==> src/rtl/lcd_text_receiver.sv <==
// rtl/lcd_text_receiver.sv - snoops a 4-bit HD44780-style LCD bus and rebuilds both text lines
// Optional nibble timeout is compiled in when LCD_RX_TIMEOUT_EN is defined.
module lcd_text_receiver #(
  parameter int LINE_LENGTH = 16,
  parameter int FREQ        = 50000000
) (
  input  logic                     CLK,
  input  logic                     RESET,
  input  logic [4:0]               LCD_D,
  input  logic                     LCD_E,
  output logic [8*LINE_LENGTH-1:0] line1,
  output logic [8*LINE_LENGTH-1:0] line2,
  output logic                     byte_valid,
  output logic [7:0]               byte_out,
  output logic                     byte_rs,
  output logic                     text_done,
  output logic                     sync_error
);

  typedef enum logic {WAIT_HIGH, WAIT_LOW} state_t;

  localparam int              CW         = (LINE_LENGTH > 1) ? $clog2(LINE_LENGTH) : 1;
  localparam logic [CW-1:0]   LAST_COL   = CW'(LINE_LENGTH - 1);
  localparam logic [6:0]      LEN7       = 7'(LINE_LENGTH);
  // 100 us worth of clocks; clamped so a tiny FREQ still yields a usable window
  localparam int              TMO_CYCLES = (FREQ / 10000 > 0) ? FREQ / 10000 : 1;

  logic           e_s1, e_s2, e_d;
  logic [4:0]     d_s1, d_s2;
  logic           fall_q;
  logic [4:0]     nib_q;
  state_t         state, state_n;
  logic [3:0]     hi_nib;
  logic           hi_rs;
  logic           hi_load, asm_ok, err, tmo_hit;
  logic           cur_line;
  logic [CW-1:0]  cur_col;
  logic           cur_valid;
  logic [7:0]     l1_mem [LINE_LENGTH];
  logic [7:0]     l2_mem [LINE_LENGTH];
  logic [6:0]     addr, addr_off;
  logic           in_l1, in_l2;

  // Two-flop synchronizers for the asynchronous bus, plus one extra E stage for edge detection
  always_ff @(posedge CLK or posedge RESET) begin
    if (RESET) begin
      e_s1 <= 1'b0;
      e_s2 <= 1'b0;
      e_d  <= 1'b0;
      d_s1 <= '0;
      d_s2 <= '0;
    end else begin
      e_s1 <= LCD_E;
      e_s2 <= e_s1;
      e_d  <= e_s2;
      d_s1 <= LCD_D;
      d_s2 <= d_s1;
    end
  end

  // Register the falling-edge strobe together with the data sampled in that same cycle
  always_ff @(posedge CLK or posedge RESET) begin
    if (RESET) begin
      fall_q <= 1'b0;
      nib_q  <= '0;
    end else begin
      fall_q <= e_d & ~e_s2;
      nib_q  <= d_s2;
    end
  end

  // Nibble FSM state register
  always_ff @(posedge CLK or posedge RESET) begin
    if (RESET) state <= WAIT_HIGH;
    else       state <= state_n;
  end

  // Nibble FSM: a timeout takes priority, and a coincident edge restarts as a fresh high nibble
  always_comb begin
    state_n = state;
    hi_load = 1'b0;
    asm_ok  = 1'b0;
    err     = 1'b0;
    case (state)
      WAIT_HIGH: begin
        if (fall_q) begin
          hi_load = 1'b1;
          state_n = WAIT_LOW;
        end
      end
      WAIT_LOW: begin
        if (tmo_hit) begin
          err = 1'b1;
          if (fall_q) hi_load = 1'b1;
          else        state_n = WAIT_HIGH;
        end else if (fall_q) begin
          state_n = WAIT_HIGH;
          if (nib_q[4] == hi_rs) asm_ok = 1'b1;
          else                   err    = 1'b1;
        end
      end
      default: state_n = WAIT_HIGH;
    endcase
  end

  // Hold the high nibble and its RS until the low nibble arrives
  always_ff @(posedge CLK or posedge RESET) begin
    if (RESET) begin
      hi_nib <= '0;
      hi_rs  <= 1'b0;
    end else if (hi_load) begin
      hi_nib <= nib_q[3:0];
      hi_rs  <= nib_q[4];
    end
  end

`ifdef LCD_RX_TIMEOUT_EN
  logic [31:0] tmo_cnt;

  // Count cycles spent waiting for the low nibble; restarts whenever a high nibble is taken
  always_ff @(posedge CLK or posedge RESET) begin
    if (RESET)                                tmo_cnt <= '0;
    else if (hi_load)                         tmo_cnt <= '0;
    else if (state == WAIT_LOW && !tmo_hit)   tmo_cnt <= tmo_cnt + 32'd1;
  end

  assign tmo_hit = (state == WAIT_LOW) && (tmo_cnt == 32'(TMO_CYCLES - 1));
`else
  // Without the timeout the FSM waits for the low nibble forever
  assign tmo_hit = (TMO_CYCLES == 0);
`endif

  // Byte report registers: pulses last one cycle, byte_out/byte_rs hold until the next byte
  always_ff @(posedge CLK or posedge RESET) begin
    if (RESET) begin
      byte_valid <= 1'b0;
      byte_out   <= 8'h00;
      byte_rs    <= 1'b0;
      text_done  <= 1'b0;
      sync_error <= 1'b0;
    end else begin
      byte_valid <= asm_ok;
      sync_error <= err;
      text_done  <= asm_ok & hi_rs & cur_valid & cur_line & (cur_col == LAST_COL);
      if (asm_ok) begin
        byte_out <= {hi_nib, nib_q[3:0]};
        byte_rs  <= hi_rs;
      end
    end
  end

  assign addr     = byte_out[6:0];
  assign addr_off = addr - 7'h40;
  assign in_l1    = (addr < LEN7);
  assign in_l2    = (addr >= 7'h40) && (addr_off < LEN7);

  // Apply the reported byte to the cursor and character buffers
  always_ff @(posedge CLK or posedge RESET) begin
    if (RESET) begin
      cur_line  <= 1'b0;
      cur_col   <= '0;
      cur_valid <= 1'b1;
      for (int i = 0; i < LINE_LENGTH; i++) begin
        l1_mem[i] <= 8'h20;
        l2_mem[i] <= 8'h20;
      end
    end else if (byte_valid) begin
      if (!byte_rs) begin
        if (byte_out[7]) begin
          if (in_l1) begin
            cur_line  <= 1'b0;
            cur_col   <= addr[CW-1:0];
            cur_valid <= 1'b1;
          end else if (in_l2) begin
            cur_line  <= 1'b1;
            cur_col   <= addr_off[CW-1:0];
            cur_valid <= 1'b1;
          end else begin
            cur_valid <= 1'b0;
          end
        end else if (byte_out == 8'h01) begin
          cur_line  <= 1'b0;
          cur_col   <= '0;
          cur_valid <= 1'b1;
          for (int i = 0; i < LINE_LENGTH; i++) begin
            l1_mem[i] <= 8'h20;
            l2_mem[i] <= 8'h20;
          end
        end
      end else if (cur_valid) begin
        if (cur_line) l2_mem[cur_col] <= byte_out;
        else          l1_mem[cur_col] <= byte_out;
        if (cur_col == LAST_COL) cur_valid <= 1'b0;
        else                     cur_col   <= cur_col + 1'b1;
      end
    end
  end

  // Column 0 sits in the most significant byte of each line bus
  for (genvar g = 0; g < LINE_LENGTH; g++) begin : g_pack
    assign line1[8*(LINE_LENGTH-g)-1 -: 8] = l1_mem[g];
    assign line2[8*(LINE_LENGTH-g)-1 -: 8] = l2_mem[g];
  end

endmodule

==> config.mk <==
export PLATFORM = sky130hd
export DESIGN_NAME = lcd_text_receiver
export DESIGN_NICKNAME = d
export VERILOG_FILES = /design/src/rtl/lcd_text_receiver.sv
export SDC_FILE = /design/constraint.sdc
export NUM_CORES = 1
export LEC_CHECK = 0
export ABC_AREA = 0
export ABC_CLOCK_PERIOD_IN_PS = 14600
export CAP_MARGIN = 0
export CORE_MARGIN = 4
export CORE_UTILIZATION = 50
export CTS_CLUSTER_SIZE = 8
export DETAILED_ROUTE_END_ITERATION = 8
export PLACE_DENSITY = 0.77
export SLEW_MARGIN = 10
export SYNTH_ARGS = -nofsm -noshare
export SYNTH_HDL_FRONTEND = slang
export SYNTH_SLANG_ARGS = --single-unit
==> constraint.sdc <==
create_clock -name CLK -period 14.6 [get_ports CLK]
set_input_delay 2.92 -clock CLK [delete_from_list [all_inputs] [get_ports CLK]]
set_output_delay 2.92 -clock CLK [all_outputs]
set_load 0.03 [all_outputs]
==> results.toml, run 1 <==
[status]
status = "complete, no violations"

[clocking]
clock_sink_count = 299
cts.htree.levels = 2
cts-resized-gates = 0
ctsRootBufferMaster = "sky130_fd_sc_hd__clkbuf_16"
post-cts-setup-buffer-count = 0
tritoncts = "done"
cts_hold_repair_buffers = 0
clk_latency_ps = 530
cts_buffers = 43
clock_tree.buffer_depth = 3
path_clk_slew_ps = 50

[detailed_routing]
dr.first_iter.drc_count = 615
detailroute.via_count = 8614
detailedRoute.firstPassIterationCount = 5
route.detailed.drc = 0
final_antenna_net_count = 0
final_wirelength_microns = 34470
vias_per_cell = 6.049
route.detailed.wl_per_inst_microns = 24.20

[sta]
achievable-frequency_ghz = 0.1910
setup_violations = 0
rsz0062_at_grt = "no"
report.final.slew_viol_count = 0
final_period_minus_worst_setup_slack_ps = 5237
setup_total_negative_slack_ps = 0
slew_headroom_pct = 26.41
finClkSkew_ps = 19.71
finalHoldViolations = 0
min_period_over_period_pct = 35.87
tightest_slew_ps = 1104

[grt]
global_route.overflow_total = 0
largest_net_degree_at_the_start_of_global_routing = 137
grt_pass1_vias = 8989
global_route_wire_length_before_repair_microns = 54610
initial_antenna_violation_count = 0
grtUsageTotal_pct = 26.92

[floorplan]
io-pin-count = 276
die_area_sq_um = 25480
core-area_sq_um = 22640
fp-row-count = 55
initial_core_util_pct = 50.77
die_w_microns = 159.6
die_height_microns = 159.6

[synth]
synth-async-reset-ratio_pct = 100.0
dominantRegCellSynth = "sky130_fd_sc_hd__dfrtp_1"
netlist_instances = 823
post_synth_and_or_nand_nor_area_fraction_pct = 4.061
netlist_area_sq_um = 11490
synth_top_family_by_area = "compound AO/OA/AOI/OAI gates"
synth_adder_area_share_pct = 0.5443
ys_seq_area_share_pct = 65.46
ys_types = 47
synth_area_per_cell_sq_um = 13.97
synth.yosys.warnings = 0
muxShareOfSynthArea_pct = 1.176
synth_compound_area_share_pct = 25.22
ys_seq_elements = 299
number_of_synthesized_flops_with_an_enable_pin = 0
yosys.area_share.xor_xnor_pct = 0.07620
mapped_nets = 836

[placed_design]
placed_cells_incl_taps = 1347
port_buffers = 275
gpl.final_weighted_congestion = 0.8662
hpwl_microns = 22910

[layout]
top_library_cells_by_usage_in_the_layout_fill_and_taps_aside = "275 x sky130_fd_sc_hd__clkdlybuf4s50_1, 266 x sky130_fd_sc_hd__dfrtp_1, 143 x sky130_fd_sc_hd__o2bb2ai_1, 81 x sky130_fd_sc_hd__a22o_1, 44 x sky130_fd_sc_hd__clkbuf_16"
num_antenna_cells = 0
layout_commonest_cell = "sky130_fd_sc_hd__clkdlybuf4s50_1"
finish.net_count = 1120
post_route_cells_drive_above_1_share_pct = 12.99
layout.cells.non_filler = 1424
fillers = 1558
syn2layout_area_growth_pct = 36.33

[power]
peakVddDrop_mv = 0.08161
power_per_unit_of_standard_cell_area_nw_per_um2 = 154.1
cellLeakagePower_uw = 0.006619

[worst_setup_path]
worst-endpoint-arrival_ps = 2320
crit_path_end_kind = "primary output"
crit_slowest_cell = "sky130_fd_sc_hd__dfrtp_1"
cp_num_buf_inv = 1
crit_path_start_kind = "flop"
cpPeakStageDelay_ps = 960
critical_path_cell_list = "clkdlybuf4s50_1"
critPathRequiredTime_ps = 11680
critical_path.max_fanout = 18
crit_family = "flip-flops"
crit_type = "reg2out"

[run]
drv_cap = 0

[min_path]
hp-class = "reg2reg"
logic make-up (layout without fill, tap and decap cells):
logic type	count (synthesis)	in the layout
adders and majority gates	5	5
xor gates and xnor gates	1	1
AOI/OAI and AO/OA	341	341
muxes	12	12
buffers and inverters	83	399
and+or+nand+nor	82	82
DFF	299	299
layer usage:
layer	up-vias	part of all wire [%]	track usage, %
li1	3717	-	-
met1	4421	43	37.90
met2	424	47	42.40
met3	52	8.1	6.297
met4	0	2.0	7.771
met5	-	0	0
path summary, 6_finish.rpt:
check	from	end	slack (ps)	depth (start not counted)
setup reg to reg	byte_out[2]	line1[83]	11210	4
setup / recovery	byte_out[4]	byte_out[4]	9360	1
max in group asynchronous	RESET	d_s1[4]	9980	3
hold reg to reg	d_s2[4]	nib_q[4]	330	0
min in group asynchronous	RESET	line1[126]	2990	2
hold / removal	d_s2[4]	nib_q[4]	330	0
registers in the layout, summed over array words and instances (netlist names), 4 cells and up:
signal    count
line1       128
line2       128
byte_out      8
d_s1          5
d_s2          5
nib_q         5
cur_col       4
hi_nib        4
cells in the mapped netlist (2+ instances only):
master	count	area share, %
sky130_fd_sc_hd__and3_1	5	0.27
sky130_fd_sc_hd__buf_8	2	0.26
sky130_fd_sc_hd__and2_1	2	0.11
sky130_fd_sc_hd__nand2b_1	3	0.16
sky130_fd_sc_hd__dfstp_2	33	7.5
sky130_fd_sc_hd__a2bb2oi_1	18	1.4
sky130_fd_sc_hd__buf_6	2	0.20
sky130_fd_sc_hd__o21ai_1	5	0.22
sky130_fd_sc_hd__buf_2	5	0.22
sky130_fd_sc_hd__o21ai_2	31	2.4
sky130_fd_sc_hd__a21oi_4	6	0.85
sky130_fd_sc_hd__a31oi_1	3	0.16
sky130_fd_sc_hd__a21oi_1	14	0.61
sky130_fd_sc_hd__nand3_1	8	0.35
sky130_fd_sc_hd__nor2b_1	6	0.33
sky130_fd_sc_hd__mux2_2	12	1.2
sky130_fd_sc_hd__dfrtp_1	266	58
sky130_fd_sc_hd__nor2_1	3	0.098
sky130_fd_sc_hd__or3b_2	4	0.30
sky130_fd_sc_hd__o2bb2ai_1	143	11
sky130_fd_sc_hd__clkbuf_1	26	0.85
sky130_fd_sc_hd__inv_1	39	1.3
sky130_fd_sc_hd__o21ai_0	6	0.26
sky130_fd_sc_hd__nand2_1	32	1.0
sky130_fd_sc_hd__nand3b_1	10	0.65
sky130_fd_sc_hd__a22o_1	81	6.2
sky130_fd_sc_hd__buf_4	7	0.46
sky130_fd_sc_hd__ha_1	5	0.54
sky130_fd_sc_hd__a21o_1	13	0.85
sky130_fd_sc_hd__a22oi_1	16	1.0
cell type report:
type / count / area (sq um) / share of cell area (%)
clock buffer: 74 / 1214 / 7.746
clock inverter: 3 / 32.53 / 0.2076
inverter: 39 / 153.9 / 0.9822
multi-input combinational: 441 / 3576 / 22.82
sequential: 299 / 7523 / 48.02
tap: 285 / 356.6 / 2.276
timing repair buffer: 283 / 2813 / 17.95
power breakdown:
group	leakage [uW]	switching [uW]	internal [uW]
Sequential	0.00397	97.2	904
Combinational	0.00206	338	168
Clock	0.000589	348	560
through the flow:
step	area [sq um]	power [uW]	utilization [%]	worst slack, ps	hold slack, ps
final	15670	2415	69.21	9363	334.9
after floorplan	11490	1301	-	3474	331.2
after detailed placement	14420	1517	63.70	9374	334.7
after CTS	15670	2427	69.21	9387	335.7
after global routing	15670	2502	69.21	9379	337.9
after global placement	14420	1504	63.70	9397	334.5
Note: power is estimated with default switching activity, not from simulation.
==> run 2: changes to the inputs <==
ABC_CLOCK_PERIOD_IN_PS = 4430   (was 14600)
CORE_UTILIZATION = 45   (was 50)
PLACE_DENSITY = 0.73   (was 0.77)
clock period = 4.43 ns   (was 14.6 ns; I/O delays follow)
==> run 2 against run 1 <==
Non-clock buffer count is 10 higher. Highest routed layer unchanged. Total power grew to 3.3 times the previous value. Critical endpoint is now byte_rs. Register-to-register slack worse by 9500 ps. Design area is 1.0% higher. Via count is 1.4% lower. Final cell count is 3.4% higher. Sequential share of layout area is 0.47 points lower. Die area is 11% higher. Core utilization is 6.4 points lower. Sequential cell count stayed put. Largest power group unchanged. Sequential power grew to 3.2 times the previous value. Worst setup slack worse by 7900 ps.
==> results.toml, run 2 (synthesis results as in run 1) <==
[grt]
global_route_wire_length_before_repair_microns = 55730
initial_antenna_violation_count = 0
grtUsageTotal_pct = 25.35
global_route.overflow_total = 0
grt_pass1_vias = 8880
largest_net_degree_at_the_start_of_global_routing = 88

[detailed_routing]
final_antenna_net_count = 0
final_wirelength_microns = 36080
route.detailed.wl_per_inst_microns = 24.49
vias_per_cell = 5.768
dr.first_iter.drc_count = 662
detailedRoute.firstPassIterationCount = 5
detailroute.via_count = 8496
route.detailed.drc = 0

[power]
power_per_unit_of_standard_cell_area_nw_per_um2 = 510.8
power_uw = 8084
cellLeakagePower_uw = 0.006680
peakVddDrop_mv = 0.3461

[clocking]
clock_tree.buffer_depth = 3
ctsRootBufferMaster = "sky130_fd_sc_hd__clkbuf_16"
cts-resized-gates = 0
path_clk_slew_ps = 50
post-cts-setup-buffer-count = 0
cts.htree.levels = 2
cts_hold_repair_buffers = 0
tritoncts = "done"
clock_sink_count = 299
clk_latency_ps = 520
cts_buffers = 43

[sta]
final_period_minus_worst_setup_slack_ps = 2947
finClkSkew_ps = 15.51
setup_total_negative_slack_ps = 0
min_period_over_period_pct = 66.53
rsz0062_at_grt = "no"
finalHoldViolations = 0
achievable-frequency_ghz = 0.3393
slew_headroom_pct = 23.98
fin_ws_ps = 1483
report.final.slew_viol_count = 0
setup_violations = 0
tightest_slew_ps = 1138

[layout]
top_library_cells_by_usage_in_the_layout_fill_and_taps_aside = "275 x sky130_fd_sc_hd__clkdlybuf4s50_1, 266 x sky130_fd_sc_hd__dfrtp_1, 143 x sky130_fd_sc_hd__o2bb2ai_1, 81 x sky130_fd_sc_hd__a22o_1, 45 x sky130_fd_sc_hd__clkbuf_16"
multi_input_area_sq_um = 3576
finish.net_count = 1130
post_route_cells_drive_above_1_share_pct = 13.74
fillers = 1924
sequential_area_sq_um = 7523
syn2layout_area_growth_pct = 37.69
num_antenna_cells = 0
final_cell_area_sq_um = 15830
layout_commonest_cell = "sky130_fd_sc_hd__clkdlybuf4s50_1"

[worst_setup_path]
crit_path_end_kind = "primary output"
cpPeakStageDelay_ps = 790
critical_path_cell_list = "buf_4 > clkdlybuf4s50_1"
crit_slowest_cell = "sky130_fd_sc_hd__clkdlybuf4s50_1"
worst_r2r_path_depth = 6
critical_path.max_fanout = 41
worst-endpoint-arrival_ps = 2060
critPathRequiredTime_ps = 3540
crit_type = "reg2out"
crit_path_start_kind = "flop"

[placed_design]
gpl.final_weighted_congestion = 0.8335
hpwl_microns = 24320
place_area_sq_um = 14580
post-place-ws_ps = 1757
port_buffers = 275

[min_path]
worst_hold_path.num_cells = 0
hp-class = "reg2reg"

[floorplan]
die_w_microns = 167.8
die_area_sq_um = 28160
die_height_microns = 167.8
fp-row-count = 58
initial_core_util_pct = 45.64
core-area_sq_um = 25180
io-pin-count = 276

[run]
drv_cap = 0

[status]
status = "complete, no violations"
run 2: metal layers:
metal | part of all wire (%) | global-route usage, % | wire, microns
met5 | 0 | 0 | 0
met4 | 1.8 | 6.387 | 665
met3 | 8.6 | 6.973 | 3114
met2 | 46 | 39.27 | 16750
met1 | 43 | 35.92 | 15550
run 2: worst max-delay path, delay by kind of cell (launching register included):
| kind | cells | cell delay (ps) |
|---|---|---|
| flip-flops | 1 | 350 |
| buffers and inverters | 2 | 1170 |
run 2: final timing paths:
check                                 start    endpoint  slack, ps
worst max-delay path                byte_rs     byte_rs       1480
worst max register to register  byte_out[3]   line1[57]       1690
min in group asynchronous             RESET  line1[105]        890
worst min register to register      d_s1[2]     d_s2[2]        340
max in group asynchronous             RESET  line2[101]       2580
worst min-delay path                d_s1[2]     d_s2[2]        340
run 2: report_power, final:
group | internal, uW | leakage (uW) | switching, uW | total, uW
sequential | 2980 | 0.00397 | 194 | 3180
combinational | 577 | 0.00211 | 1310 | 1880
clock | 1910 | 0.000598 | 1110 | 3030
total | 5470 | 0.00668 | 2610 | 8080
run 2: final cells by class:
cell class | instances | share of cell area [%]
Sequential cell | 299 | 47.54
Multi-Input combinational cell | 441 | 22.60
Timing Repair Buffer | 293 | 18.41
Clock buffer | 70 | 7.709
Tap cell | 330 | 2.609
Inverter | 39 | 0.9488
Clock inverter | 1 | 0.1898
run 2: through the flow:
stage	cells	hold slack [ps]	util, %
after CTS	1473	343.3	62.84
after global placement	1402	335.0	57.88
after detailed placement	1402	336.5	57.88
after global routing	1473	351.6	62.84
final	1473	339.4	62.84
after floorplan	823	331.2	-
